==> src/rtl/sync_lock_ctrl.sv <==
// Block-lock controller: drives a bit-offset seeker, confirms alignment with a run of valid sync headers,
// then monitors header quality per window. Optional SYNC_LOCK_STATS_EN adds a lock-loss counter port.
module sync_lock_ctrl #(
  parameter int LOCK_CNT = 32,
  parameter int WIN_LEN  = 64,
  parameter int BAD_MAX  = 16
) (
  input  logic        clk_i,
  input  logic        rst_ni,
  input  logic        seek_synced_i,
  input  logic [6:0]  seek_offset_i,
  input  logic        seek_dv_i,
  input  logic [1:0]  hdr_i,
  input  logic        hdr_dv_i,
  output logic        seek_restart_o,
  output logic [6:0]  offset_o,
  output logic        locked_o,
`ifdef SYNC_LOCK_STATS_EN
  output logic [15:0] lock_loss_cnt_o,
`endif
  output logic [1:0]  state_o
);

  localparam int GW = $clog2(LOCK_CNT + 1);
  localparam int WW = $clog2(WIN_LEN + 1);
  localparam int BW = $clog2(BAD_MAX + 1);

  typedef enum logic [1:0] {
    S_RESTART = 2'd0,
    S_SEARCH  = 2'd1,
    S_CONFIRM = 2'd2,
    S_LOCKED  = 2'd3
  } state_t;

  state_t        r_state, w_state_next;
  logic          r_restart, w_restart_next;
  logic [6:0]    r_offset, w_offset_next;
  logic [GW-1:0] r_good_cnt, w_good_next, w_good_inc;
  logic [WW-1:0] r_win_cnt, w_win_next, w_win_inc;
  logic [BW-1:0] r_bad_cnt, w_bad_next, w_bad_inc;
  logic          w_hdr_ok;
  logic          w_unlock;

  assign w_hdr_ok   = hdr_i[1] ^ hdr_i[0];
  assign w_good_inc = r_good_cnt + GW'(1);
  assign w_win_inc  = r_win_cnt + WW'(1);
  assign w_bad_inc  = r_bad_cnt + BW'(!w_hdr_ok);

  always_comb begin
    w_state_next   = r_state;
    w_restart_next = 1'b0;
    w_offset_next  = r_offset;
    w_good_next    = r_good_cnt;
    w_win_next     = r_win_cnt;
    w_bad_next     = r_bad_cnt;
    w_unlock       = 1'b0;
    case (r_state)
      S_RESTART: begin
        // Stay here until the pulse has been presented once, so reset exit also produces it.
        w_good_next = '0;
        w_win_next  = '0;
        w_bad_next  = '0;
        if (r_restart) begin
          w_state_next = S_SEARCH;
        end else begin
          w_restart_next = 1'b1;
        end
      end
      S_SEARCH: begin
        if (seek_dv_i && seek_synced_i) begin
          w_offset_next = seek_offset_i;
          w_good_next   = '0;
          w_state_next  = S_CONFIRM;
        end
      end
      S_CONFIRM: begin
        if (hdr_dv_i) begin
          if (!w_hdr_ok) begin
            w_state_next   = S_RESTART;
            w_restart_next = 1'b1;
            w_good_next    = '0;
          end else if (w_good_inc == GW'(LOCK_CNT)) begin
            w_state_next = S_LOCKED;
            w_good_next  = '0;
            w_win_next   = '0;
            w_bad_next   = '0;
          end else begin
            w_good_next = w_good_inc;
          end
        end
      end
      S_LOCKED: begin
        if (hdr_dv_i) begin
          // Unlock takes priority over the window boundary.
          if (w_bad_inc == BW'(BAD_MAX)) begin
            w_state_next   = S_RESTART;
            w_restart_next = 1'b1;
            w_win_next     = '0;
            w_bad_next     = '0;
            w_unlock       = 1'b1;
          end else if (w_win_inc == WW'(WIN_LEN)) begin
            w_win_next = '0;
            w_bad_next = '0;
          end else begin
            w_win_next = w_win_inc;
            w_bad_next = w_bad_inc;
          end
        end
      end
      default: w_state_next = S_RESTART;
    endcase
  end

  always_ff @(posedge clk_i or negedge rst_ni) begin
    if (!rst_ni) begin
      r_state    <= S_RESTART;
      r_restart  <= 1'b0;
      r_offset   <= '0;
      r_good_cnt <= '0;
      r_win_cnt  <= '0;
      r_bad_cnt  <= '0;
    end else begin
      r_state    <= w_state_next;
      r_restart  <= w_restart_next;
      r_offset   <= w_offset_next;
      r_good_cnt <= w_good_next;
      r_win_cnt  <= w_win_next;
      r_bad_cnt  <= w_bad_next;
    end
  end

`ifdef SYNC_LOCK_STATS_EN
  logic [15:0] r_loss_cnt;

  always_ff @(posedge clk_i or negedge rst_ni) begin
    if (!rst_ni) begin
      r_loss_cnt <= '0;
    end else if (w_unlock && (r_loss_cnt != 16'hFFFF)) begin
      r_loss_cnt <= r_loss_cnt + 16'd1;
    end
  end

  assign lock_loss_cnt_o = r_loss_cnt;
`endif

  assign seek_restart_o = r_restart;
  assign offset_o       = r_offset;
  assign locked_o       = (r_state == S_LOCKED);
  assign state_o        = r_state;

endmodule

==> config.mk <==
export PLATFORM = sky130hd
export DESIGN_NAME = sync_lock_ctrl
export DESIGN_NICKNAME = d
export VERILOG_FILES = /design/src/rtl/sync_lock_ctrl.sv
export SDC_FILE = /design/constraint.sdc
export NUM_CORES = 1
export LEC_CHECK = 0
export CAP_MARGIN = 20
export CORE_MARGIN = 2
export CORE_UTILIZATION = 47
export CTS_BUF_LIST = sky130_fd_sc_hd__clkbuf_4 sky130_fd_sc_hd__clkbuf_8
export DETAILED_ROUTE_END_ITERATION = 10
export PLACE_DENSITY_LB_ADDON = 0.12
export SETUP_SLACK_MARGIN = 0.05
export SYNTH_ARGS = -nofsm -noshare
export SYNTH_HDL_FRONTEND = slang
export SYNTH_SLANG_ARGS = --single-unit
==> constraint.sdc <==
create_clock -name clk_i -period 2.1 [get_ports clk_i]
set_clock_uncertainty 0.1 [all_clocks]
set_input_delay 0.21 -clock clk_i [delete_from_list [all_inputs] [get_ports clk_i]]
set_output_delay 0.21 -clock clk_i [all_outputs]
set_load 0.02 [all_outputs]
==> results, run 1 <==
- The run finished, with violations left.
- The final reports fail on setup timing.
- The critical-path cell with the highest stage delay is or4b_4.
- The TritonCTS clock tree is yes.
- The arrival time of data at the critical path endpoint is 2350 ps.
- The worst register-to-register path has a depth of 7.
- Among all flip-flop cells after synthesis, the most frequent one is dfrtp_1.
- The static leakage is 0.885 nW.
- The most frequent standard cell in the layout excluding fill and tap cells is dfrtp_1.
- The share of cells above drive strength 1 is 27.2%.
- Setup violations remaining at the end of the flow were counted as 10.
- The first detailed-routing pass took 4 iterations.
- In the synthesized netlist, the number of instances is 151.
- The number of nets in the synthesized netlist is approximately 170.
- The global-route layer with the greatest usage is met2.
- The peak clock frequency supported by timing is 450 MHz.
- The netlist uses 46 different library cells.
- The count of hold-fix buffers inserted at cts is 0.
- The number of placement rows is 20.
- The post-route cell area is 2110 um^2.
- The final critical path takes up 106% of the cycle.
- In this run the number of H-tree levels came out at 1.
- Sorting the synthesized cells by area gives the leading types as dfrtp_1 (45%), mux2_2 (5.8%), nand3_1 (3.9%).
- In this run the standard cell core region covers 3080 um^2.
- In the global route stage, overall resource usage came out at 21.7%.
- The sequential cell area is 703 um^2.
- The initial utilization of the core area, before any placement, comes to 50.2%.
- Headroom to the max-slew limit came out at 67.3%.
- The classification of the worst-slack hold path is input pin to asynchronous set/reset pin.
- The utilization of the core after routing is between 60% and 70%.
- Entering global routing, the biggest net connects 29 pins.
- Dividing total power by cell area gives a power density of 975 nW/um^2.
- Of the synthesized area, sequential elements account for 45.4%.
- The met3 usage is 2.94%.
- The register clock-pin slew on the reported worst setup and hold paths is 160 ps.
- Clock tree synthesis inserted a total of 3 buffers.
- The via count of the first global-routing pass was approximately 1,300.
- The total via count in the routed design is 1,345.
- The average vias per placed instance is 5.63.
- CTS saw 28 sinks.
- The delay of the slowest cell on the worst path is 490 ps.
- For the final routed database, the setup TNS stands at -427 ps.
- By startpoint and endpoint, the worst setup path is classified as flip-flop to flip-flop.
- Setup repair after global routing could not meet its margin everywhere.
- The multi-input combinational cells in the finished layout cover a total of about 910 um^2.
- The post-route DRC violation count is 0.
- Yosys printed 0 warnings.
- Counting the fill cells in the layout gives between 200 and 250.
- The cell occurring most often along the worst timing path is ha_4.
- The library cells used most frequently in the layout, excluding fill and tap cells, are dfrtp_1 (26), clkdlybuf4s50_1 (21), buf_4 (20).
- The critical-path maximum fanout is 6.
- The signal on the critical path passes through ha_4, ha_4, or4b_4, nor3_4, a21o_1, a211oi_4, a221o_1.
- The final weighted congestion in routability-driven placement is 0.834.
- Dividing the detail-routed wire length by the instance count gives 14.9 um.
- In this run the cell area measured after placement is ~2000 um^2.
- The tree is rooted in a clkbuf_4.
- The worst-margin pin slew is 491 ps.
- The area enclosed by the die boundary is 3760 um^2.
- For this run, global-route usage on met1 was measured as 28.3%.
- The endpoint of the worst register-to-register path is r_bad_cnt[4].
- The initial antenna violation count was 0.
- The final net count is between 200 and 250.
- Once placement completed, the tool counted placed cells totaling ~230.
- The final critical delay including setup and external delays is ~2200 ps.
- The chip height is ~61 um.
- The final HPWL from detailed placement is 2670 um.
- The number of top-level pins is 25.
- The area growth from synthesis to final layout is 36.8%.
- The cell type contributing the most total cell area after synthesis is dfrtp_1.
- The final global-route overflow total is 0.
- The share of synthesized registers carrying an async set or reset is 100%.
- Power comes to 2.06 mW.
- The aggregate routed wire length is 3570 um.
- For met2 alone, demand over resource in global routing was 36.8%.
- Summing every instance area after synthesis gives 1540 um^2.
- Tracing the worst setup path back leads to its startpoint at r_bad_cnt[0].
- Across the run, the number of max-cap violations was 0.
- The number of hold violations in the final report is 0.
- The number of pins with negative max-slew slack in the final report is 0.
- Across all register-to-register paths, the minimum setup slack is -120 ps.
- The least setup slack across all paths after layout is -123 ps.
- The endpoint kind of the worst setup timing path is a flip-flop.
- The number of nets with antenna violations after detailed routing is 0.
- Measured along the x axis, the die boundary spans 61.3 um.
- The later pin in the worst-skew pair is clocked with a latency of 330 ps.
- The number of synthesized register bits is 28.
- Yosys mapped a number of flops with a built-in enable equal to 0.
- The global-route wire length before repair is 6110 um.
- The capturing instance or port of the critical path is r_bad_cnt[4].
- The highest ir drop seen on vdd is 0.000799 V.
- After synthesis, the mean cell area works out to around 10 um^2.
- For the worst setup path, the data required time is roughly 2200 ps.
- The number of violations reported at the end of detailed-routing iteration 0 is 89.
- The worst setup path is launched from a flip-flop.
- The number of inserted diodes is 0.
- In this run the biggest area consumer among cell types represents 45.4% of the synthesized area.
- The final cell count without fillers is 239.
- The maximum clock insertion buffer count is 2.
- The count of buffers added on input and output ports is 24.
- The startpoint of the worst register-to-register path is r_bad_cnt[0].
## synth_stat cells, types with 2 or more instances
library cell,n
a211oi_2,3
a21oi_1,5
a221o_1,2
a22o_1,5
a32oi_1,2
and2_1,4
buf_2,3
dfrtp_1,28
ha_1,4
inv_1,5
mux2_2,8
nand2_1,15
nand3_1,12
nor2_1,6
nor3_1,6
nor4_1,2
o21ai_0,5
o21ai_1,5
o2bb2ai_1,2
o31ai_1,2
or4b_1,2
## cell families after synthesis
kind of cell	synth area share [%]
simple gates	19.0
compound gates	22.4
flops	45.4
buf+inv	2.43
mux	6.48
fa+ha+maj	3.24
xor+xnor	1.13
## registers in the layout, summed over array words and instances (netlist names)
register / flops
state_o: 2
seek_restart_o: 1
r_bad_cnt: 5
r_good_cnt: 6
offset_o: 7
r_win_cnt: 7
## per-stage QoR
step / hold slack, ps / setup slack [ps]
2_1_floorplan: -186 / -116
3_3_place_gp: 386 / -590
3_5_place_dp: 395 / -659
4_1_cts: 134 / -119
5_1_grt: 150 / -192
6_report: 128 / -123
## power breakdown
part / switching, mW / internal [mW] / leakage (nW)
Clock: 0.167 / 0.106 / 0.0210
Combinational: 0.553 / 0.486 / 0.495
Sequential: 0.0847 / 0.662 / 0.369
## critical path, delay by kind of cell (launching register included)
family / cells / cell delay [ps]
flops: 1 / 450
fa+ha+maj: 2 / 340
simple gates: 2 / 640
compound gates: 3 / 590
## metal layers
metal / routed length [um] / vias up
li1: - / 668
met1: 1570 / 645
met2: 1830 / 28
met3: 142 / 4
met4: 24 / 0
met5: 0 / -
## repair_timing
item,4_1_cts,5_1_grt
resized for setup,8,9
pin swaps,13,4
endpoints found under the hold margin,0,0
setup endpoints to repair,15,16
buffers inserted,3,0
## area by class of cell
class                   instances  share of cell area (%)
repair buffers                 44                    18.5
clock buffers                   4                    1.72
multi-input cells             114                    43.0
well taps                      44                    2.61
flip-flops and latches         28                    33.3
inverters                       5                   0.889
## how the worst min path moves through the flow
stage	end	slack [ps]	cells past startpoint
after global placement	offset_o[2]	390	1
after global routing	r_win_cnt[1]	150	2
after CTS	r_win_cnt[1]	130	2
final	r_win_cnt[1]	130	2
after floorplan	offset_o[0]	-190	0
after detailed placement	offset_o[2]	400	1
Note: power is estimated with default switching activity, not from simulation.
==> inputs of run 2 (changes only) <==
--- a/config.mk
+++ b/config.mk
@@ -11,7 +11,9 @@
 export CTS_BUF_LIST = sky130_fd_sc_hd__clkbuf_4 sky130_fd_sc_hd__clkbuf_8
 export DETAILED_ROUTE_END_ITERATION = 10
 export PLACE_DENSITY_LB_ADDON = 0.12
+export REMOVE_ABC_BUFFERS = 1
 export SETUP_SLACK_MARGIN = 0.05
 export SYNTH_ARGS = -nofsm -noshare
 export SYNTH_HDL_FRONTEND = slang
 export SYNTH_SLANG_ARGS = --single-unit
+export TNS_END_PERCENT = 5
==> constraint.sdc (replaced) <==
create_clock -name clk_i -period 2.3 [get_ports clk_i]
set_clock_uncertainty 0.1 [all_clocks]
set_input_delay 0.23 -clock clk_i [delete_from_list [all_inputs] [get_ports clk_i]]
set_output_delay 0.23 -clock clk_i [all_outputs]
set_load 0.02 [all_outputs]
==> run 2 against run 1 <==
  * The flow now finishes without violations
  * Sequential share of layout area increased by 2.0 points
  * Power fell by 14%
  * Via count grew 1.5%
  * Cell count down 3.3%
  * Fmax down 0.19%
  * Critical path type unchanged
  * Highest routed layer unchanged
==> results, run 2 (synthesis gave the netlist of run 1 again) <==
- The routed wirelength normalized by instance count is 15.6 um (+4.8%).
- The number of pins with negative max-slew slack in the final report is 0 (unchanged).
- The clock buffer count from CTS is 3 (unchanged).
- The number of endpoints failing setup at the final stage is 0 (-10).
- The fraction of power spent switching nets is 39.5% (+0.37 points).
- The number of top-level pins is 25 (unchanged).
- The share of cells above drive strength 1 is 20.9% (-6.3 points).
- The count of cells along the worst register-to-register path is 7 (unchanged).
- The most frequent standard cell in the layout excluding fill and tap cells is dfrtp_1.
- The critical-path maximum fanout is 5 (-1).
- The global-route wire length before repair is 6170 um (+1.0%).
- The final critical delay including setup and external delays is 2230 ps (+4.29 ps).
- The final setup TNS is 0 ps (+427 ps).
- The worst slack on hold paths is 154 ps (+26.0 ps).
- The least setup slack across all paths after layout is 72.3 ps (+196 ps).
- The die span in x is 61.3 um (unchanged).
- The path class of the tightest hold or removal check is input pin to asynchronous set/reset pin.
- Broken down by cell family, the worst path's largest delay share belongs to simple AND/OR/NAND/NOR gates.
- The total via count in the routed design is 1,365 (+1.5%).
- The initial antenna violation count is 0 (unchanged).
- STA classifies the critical path endpoint as a flip-flop.
- The power per unit of standard cell area is 891 nW/um^2 (-8.6%).
- The count of max-cap constraint violations was 0 (unchanged).
- The critical path buffer and inverter count is 0 (unchanged).
- The tree is rooted in a clkbuf_4.
- The delay of the slowest cell on the worst path is 520 ps (+30 ps).
- The total track usage is 22.2% (+0.54 points).
- The TritonCTS clock tree is yes.
- The critical path ends at r_bad_cnt[4].
- The number of hold violations in the final report came to 0 (unchanged).
- The setup slack of the worst register-to-register path is 70 ps (+200 ps).
- The data required time at the worst endpoint was 2440 ps (+210 ps).
- The fraction of power consumed by combinational cells came to 47.9% (-2.6 points).
- The static leakage is 0.823 nW (-7.1%).
- The worst-margin pin slew is 453 ps (-37.3 ps).
- The clock network power share is 11.7% (-1.6 points).
- The run finished with clean final reports.
- The type of element launching the critical path is a flip-flop.
- The number of levels the H-tree was split into is 1 (unchanged).
- The number of nets with antenna violations after detailed routing is 0 (unchanged).
- The highest ir drop seen on vdd is 0.000550 V (-31%).
- The core area is 3080 um^2 (unchanged).
- The critical path launch point is r_bad_cnt[0].
- The aggregate routed wire length is 3610 um (+1.3%).
- The critical-path cell with the highest stage delay is or4b_4.
- The critical setup path kind is flip-flop to flip-flop.
- The peak clock frequency supported by timing was 449 MHz (-0.19%).
- The number of violations reported at the end of detailed-routing iteration 0 was 109 (+22%).
- The switching power came to 0.701 mW (-13%).
- The number of inserted diodes is 0 (unchanged).
- The count of hold-fix buffers inserted at cts is 0 (unchanged).
- The number of placement rows is 20 (unchanged).
- The post-place setup slack is -426 ps (+232 ps).
- The length of the first detailed-routing pass in iterations is 4 (unchanged).
- The total of buffers placed on input and output ports is 24 (unchanged).
- The final weighted congestion in routability-driven placement is 0.847 (+1.6%).
- The via count of the first global-routing pass is 1,354 (+0.45%).
- The signal on the critical path passes through ha_2, ha_4, or4b_4, nor3_4, a21o_1, a211oi_4, a221o_1.
- The final cell count without fillers came to 231 (-3.3%).
- The final global-route overflow total is 0 (unchanged).
- The worst register-to-register path ends at r_bad_cnt[4].
- The post-route DRC violation count is 0 (unchanged).
- The CTS sink count is 28 (unchanged).
- The share of the clock period used by the worst path after layout is 96.9% (-9.0 points).
- The startpoint identified for the worst register-to-register timing path is r_bad_cnt[0].
- The part of the total power dissipated in sequential elements is 40.4% (+4.1 points).
- The post-route cell area is 1990 um^2 (-5.7%).
- The final HPWL from detailed placement came to 2580 um (-3.5%).
- The cell count along the critical path is 7 (unchanged).
- Compared with the post-synthesis result, the final layout area differs by 28.9%.
- The chip height is 61.3 um (unchanged).
- The final net count is 207 (-3.3%).
- The total instance count after detailed placement is 225 (-3.4%).
- The tightest slew margin relative to the limit is 69.5% (+2.2 points).
- The register clock-pin slew on the reported worst setup and hold paths is 140 ps (-20 ps).
- The maximum clock insertion buffer count is 2 (unchanged).
- The insertion delay of the later-clocked pin in the worst-skew pair is 330 ps (about the same).
- The initial cell density of the core is 50.2% (unchanged).
- Setup repair after global routing could not meet its margin everywhere.
- The average vias per placed instance is 5.91 (+5.0%).
- The arrival time of data at the critical path endpoint came to 2370 ps (+20 ps).
- The internal power contribution came to 1.07 mW (-14%).
- The pin count of the biggest net entering global routing is 29 (unchanged).
- The area enclosed by the die boundary was 3760 um^2 (unchanged).
- Leaving out fill and tap cells, the most frequent cells in the layout are dfrtp_1 (26), clkdlybuf4s50_1 (22), nand2_1 (15).
- The total placed instance area is 1900 um^2 (-5.5%).
==> run 2: layer usage <==
metal	vias to the layer above	track usage (%)	part of all wire, %
met3	11	2.52	4.7
met4	0	10.2	2.4
met5	-	0	0
met1	660	29.6	44
li1	647	-	-
met2	47	36.3	49
==> run 2: timing repair <==
action	in CTS	in global routing
gates resized for setup	8	5
endpoints found under the setup margin	9	16
buffers inserted	1	2
pin swaps	2	5
==> run 2: power groups by stage <==
stage               registers, mW  clock network, mW  logic [mW]
detailed placement          0.723                  0       0.792
global placement            0.715                  0       0.774
global route                0.741              0.233       0.924
floorplan                   0.812                  0       0.354
finish                      0.716              0.208       0.850
CTS                         0.712              0.217       0.829
==> run 2: how the worst min path moves through the flow <==
stage / start / end / depth (start not counted)
floorplan: rst_ni / offset_o[0] / 0
CTS: rst_ni / r_bad_cnt[0] / 2
global route: rst_ni / r_good_cnt[4] / 2
finish: rst_ni / r_good_cnt[4] / 2
detailed placement: offset_o[5] / offset_o[5] / 1
global placement: offset_o[2] / offset_o[2] / 1
==> run 2: worst register-to-register path, delay by kind of cell (launching register included) <==
kind	cells	cell delay [ps]
fa+ha+maj	2	370
simple gates	2	650
flops	1	420
compound gates	3	590
==> run 2: stage by stage <==
stage / power [mW] / util, %
3_3_place_gp: 1.49 / 61.6
5_1_grt: 1.90 / 64.7
4_1_cts: 1.76 / 63.5
2_1_floorplan: 1.17 / -
3_5_place_dp: 1.51 / 61.6
6_report: 1.77 / 64.7
==> run 2: cell type report <==
type	count	area, um^2
inverter	5	18.8
fill	254	1090
tap	44	55.1
timing repair buffer	37	335
multi-input combinational	114	856
clock buffer	3	22.5
sequential	28	703
==> inputs of run 3 (changes only) <==
--- a/config.mk
+++ b/config.mk
@@ -10,7 +10,7 @@
 export CORE_UTILIZATION = 47
 export CTS_BUF_LIST = sky130_fd_sc_hd__clkbuf_4 sky130_fd_sc_hd__clkbuf_8
 export DETAILED_ROUTE_END_ITERATION = 10
-export PLACE_DENSITY_LB_ADDON = 0.12
+export PLACE_DENSITY = 0.69
 export REMOVE_ABC_BUFFERS = 1
 export SETUP_SLACK_MARGIN = 0.05
 export SYNTH_ARGS = -nofsm -noshare
==> run 3 against run 2 <==
  * Register-to-register slack worse by 20 ps
  * Critical path depth is 1 higher
  * Combinational power hardly changed
  * Hold slack worse by 9.0 ps
  * Sequential power is 0.7% lower
  * Non-clock buffer count stayed put
  * Power is 6.6% higher
  * Global-route usage is 1.0 points lower
  * Fmax is 0.77% lower
==> results, run 3 (synthesis gave the netlist of run 1 again) <==
- The static leakage came to 0.840 nW (+2.0%).
- The maximum clock insertion buffer count is 2 (unchanged).
- The worst-margin pin slew came to 482 ps (+28.3 ps).
- The fraction of power consumed by combinational cells is 44.8% (-3.1 points).
- The insertion delay of the later-clocked pin in the worst-skew pair is 340 ps (about the same).
- The share of the clock period used by the worst path after layout is 97.6% (+0.75 points).
- Setup repair after global routing could not meet its margin everywhere.
- The clock network power share is 17.6% (+5.9 points).
- The final critical delay including setup and external delays is 2240 ps (+17.2 ps).
- The initial cell density of the core came to 50.2% (unchanged).
- The worst register-to-register path begins at r_bad_cnt[0].
- The final weighted congestion in routability-driven placement is 0.816 (-3.7%).
- The final net count is 207 (unchanged).
- The clock buffer count from CTS is 3 (unchanged).
- The worst setup path is launched from a flip-flop.
- The number of pins with negative max-slew slack in the final report is 0 (unchanged).
- In this run the most used layer during global routing was met2.
- The fraction of power spent switching nets is 37.2% (-2.2 points).
- The area enclosed by the die boundary came to 3760 um^2 (unchanged).
- The arrival time of data at the critical path endpoint is 2400 ps (+30 ps).
- The critical path launch point is r_bad_cnt[0].
- The number of endpoints failing setup at the final stage is 0 (unchanged).
- The share of cells above drive strength 1 is 20.2% (-0.64 points).
- The final HPWL from detailed placement came to 2430 um (-5.8%).
- The global-route wire length before repair was 5870 um (-4.8%).
- The average vias per placed instance is 5.78 (-2.3%).
- The number of placement rows was 20 (unchanged).
- The routed wirelength normalized by instance count is 15.0 um (-4.3%).
- The run finished with clean final reports.
- The global-route track usage on met2 is 38.8% (+2.4 points).
- The core area is 3080 um^2 (unchanged).
- The worst setup path is captured at a flip-flop.
- The area growth from synthesis to final layout is 30.6%.
- The global routing usage on met1 is 25.6% (-4.1 points).
- The total via count in the routed design is 1,340 (-1.8%).
- The met3 usage was 3.15% (+0.63 points).
- The total track usage was 21.2% (-1.0 points).
- The internal power contribution is 1.19 mW (+11%).
- The classification of the worst-slack hold path is input pin to asynchronous set/reset pin.
- The chip height is 61.3 um (unchanged).
- The number of nets with antenna violations after detailed routing is 0 (unchanged).
- The worst setup path is of the flip-flop to flip-flop kind.
- The TritonCTS clock tree is yes.
- The length of the first detailed-routing pass in iterations is 4 (unchanged).
- The highest ir drop seen on vdd is 0.000685 V (+25%).
- The number of levels the H-tree was split into is 1 (unchanged).
- The total placed instance area came to 1890 um^2 (-0.40%).
- The initial antenna violation count is 0 (unchanged).
- The part of the total power dissipated in sequential elements came to 37.6% (-2.8 points).
- The count of max-cap constraint violations came to 0 (unchanged).
- The most frequent standard cell in the layout excluding fill and tap cells is dfrtp_1.
- The total of buffers placed on input and output ports is 24 (unchanged).
- The CTS sink count was 28 (unchanged).
- The peak clock frequency supported by timing is 445 MHz (-0.77%).
- The total of fill cells in the finished design is 255 (+0.39%).
- The final setup TNS is 0 ps (unchanged).
- The number of violations reported at the end of detailed-routing iteration 0 was 89 (-18%).
- The top cell types in the final layout, fill and taps aside, are dfrtp_1 (27), clkdlybuf4s50_1 (22), nand2_1 (15).
- The number of hold violations in the final report is 0 (unchanged).
- The number of inserted diodes came to 0 (unchanged).
- The number of top-level pins was 25 (unchanged).
- The switching power came to 0.704 mW (+0.53%).
- The final global-route overflow total is 0 (unchanged).
- The total design power is 1.89 mW (+6.6%).
- The critical-path maximum fanout was 5 (unchanged).
- The via count of the first global-routing pass was 1,315 (-2.9%).
- The tightest slew margin relative to the limit is 67.8% (-1.7 points).
- The data required time at the worst endpoint is 2460 ps (+20 ps).
- The post-route DRC violation count is 0 (unchanged).
- The clock root buffer is clkbuf_4.
- The worst slack on hold paths came to 145 ps (-8.96 ps).
- The register clock-pin slew on the reported worst setup and hold paths was 160 ps (+20 ps).
- The power per unit of standard cell area was 938 nW/um^2 (+5.3%).
- The pin count of the biggest net entering global routing is 29 (unchanged).
- The aggregate routed wire length is 3470 um (-3.9%).
- The post-route cell area was 2020 um^2 (+1.3%).
- The die span in x is 61.3 um (unchanged).
[run 3: area by class of cell]
cell class	instances	area, um^2	share of cell area, %
Multi-Input combinational cell	114	852	42.3
Clock inverter	1	30.0	1.49
Timing Repair Buffer	37	335	16.6
Inverter	5	18.8	0.931
Tap cell	44	55.1	2.73
Sequential cell	28	702	34.8
Clock buffer	3	22.5	1.12
[run 3: repair_timing]
action,CTS,global route
pin swaps,6,4
hold buffers,0,0
endpoints found under the setup margin,7,14
setup buffers,3,1
resized for setup,9,2
[run 3: worst max-delay path: stages (launching register included)]
cell and delay (ps):
dfrtp_1 420, ha_2 210, ha_4 170, or4b_4 530
nor3_4 140, a21o_1 190, a211oi_4 70, buf_4 170
a22o_1 170
[run 3: power by group through the flow]
stage	clock network, mW	registers, mW	logic, mW
floorplan	0	0.812	0.354
global placement	0	0.714	0.768
detailed placement	0	0.718	0.780
CTS	0.344	0.709	0.836
global route	0.359	0.727	0.917
finish	0.333	0.711	0.847
[run 3: worst paths after layout]
check	to	slack (ps)	cells after the start
worst max-delay path	r_bad_cnt[0]	60	8
worst min-delay path	r_good_cnt[4]	140	2
worst max register to register	r_bad_cnt[0]	60	8
worst min register to register	offset_o[6]	420	1
max in group asynchronous	state_o[0]	1670	2
min in group clk_i	offset_o[5]	390	2
[run 3: through the flow]
| stage | std cells | setup WS [ps] | util, % |
|---|---|---|---|
| after global placement | 224 | -367 | 61.3 |
| after floorplan | 147 | -65.0 | - |
| after CTS | 231 | -10.8 | 65.0 |
| after global routing | 232 | -25.6 | 65.5 |
| after detailed placement | 224 | -450 | 61.3 |
| final | 232 | 55.0 | 65.5 |
[run 3: metal layers]
| metal | vias to the layer above | part of all wire, % |
|---|---|---|
| met2 | 23 | 51 |
| met1 | 656 | 45 |
| met3 | 6 | 2.9 |
| met4 | 0 | 1.2 |
| li1 | 655 | - |
| met5 | - | 0 |
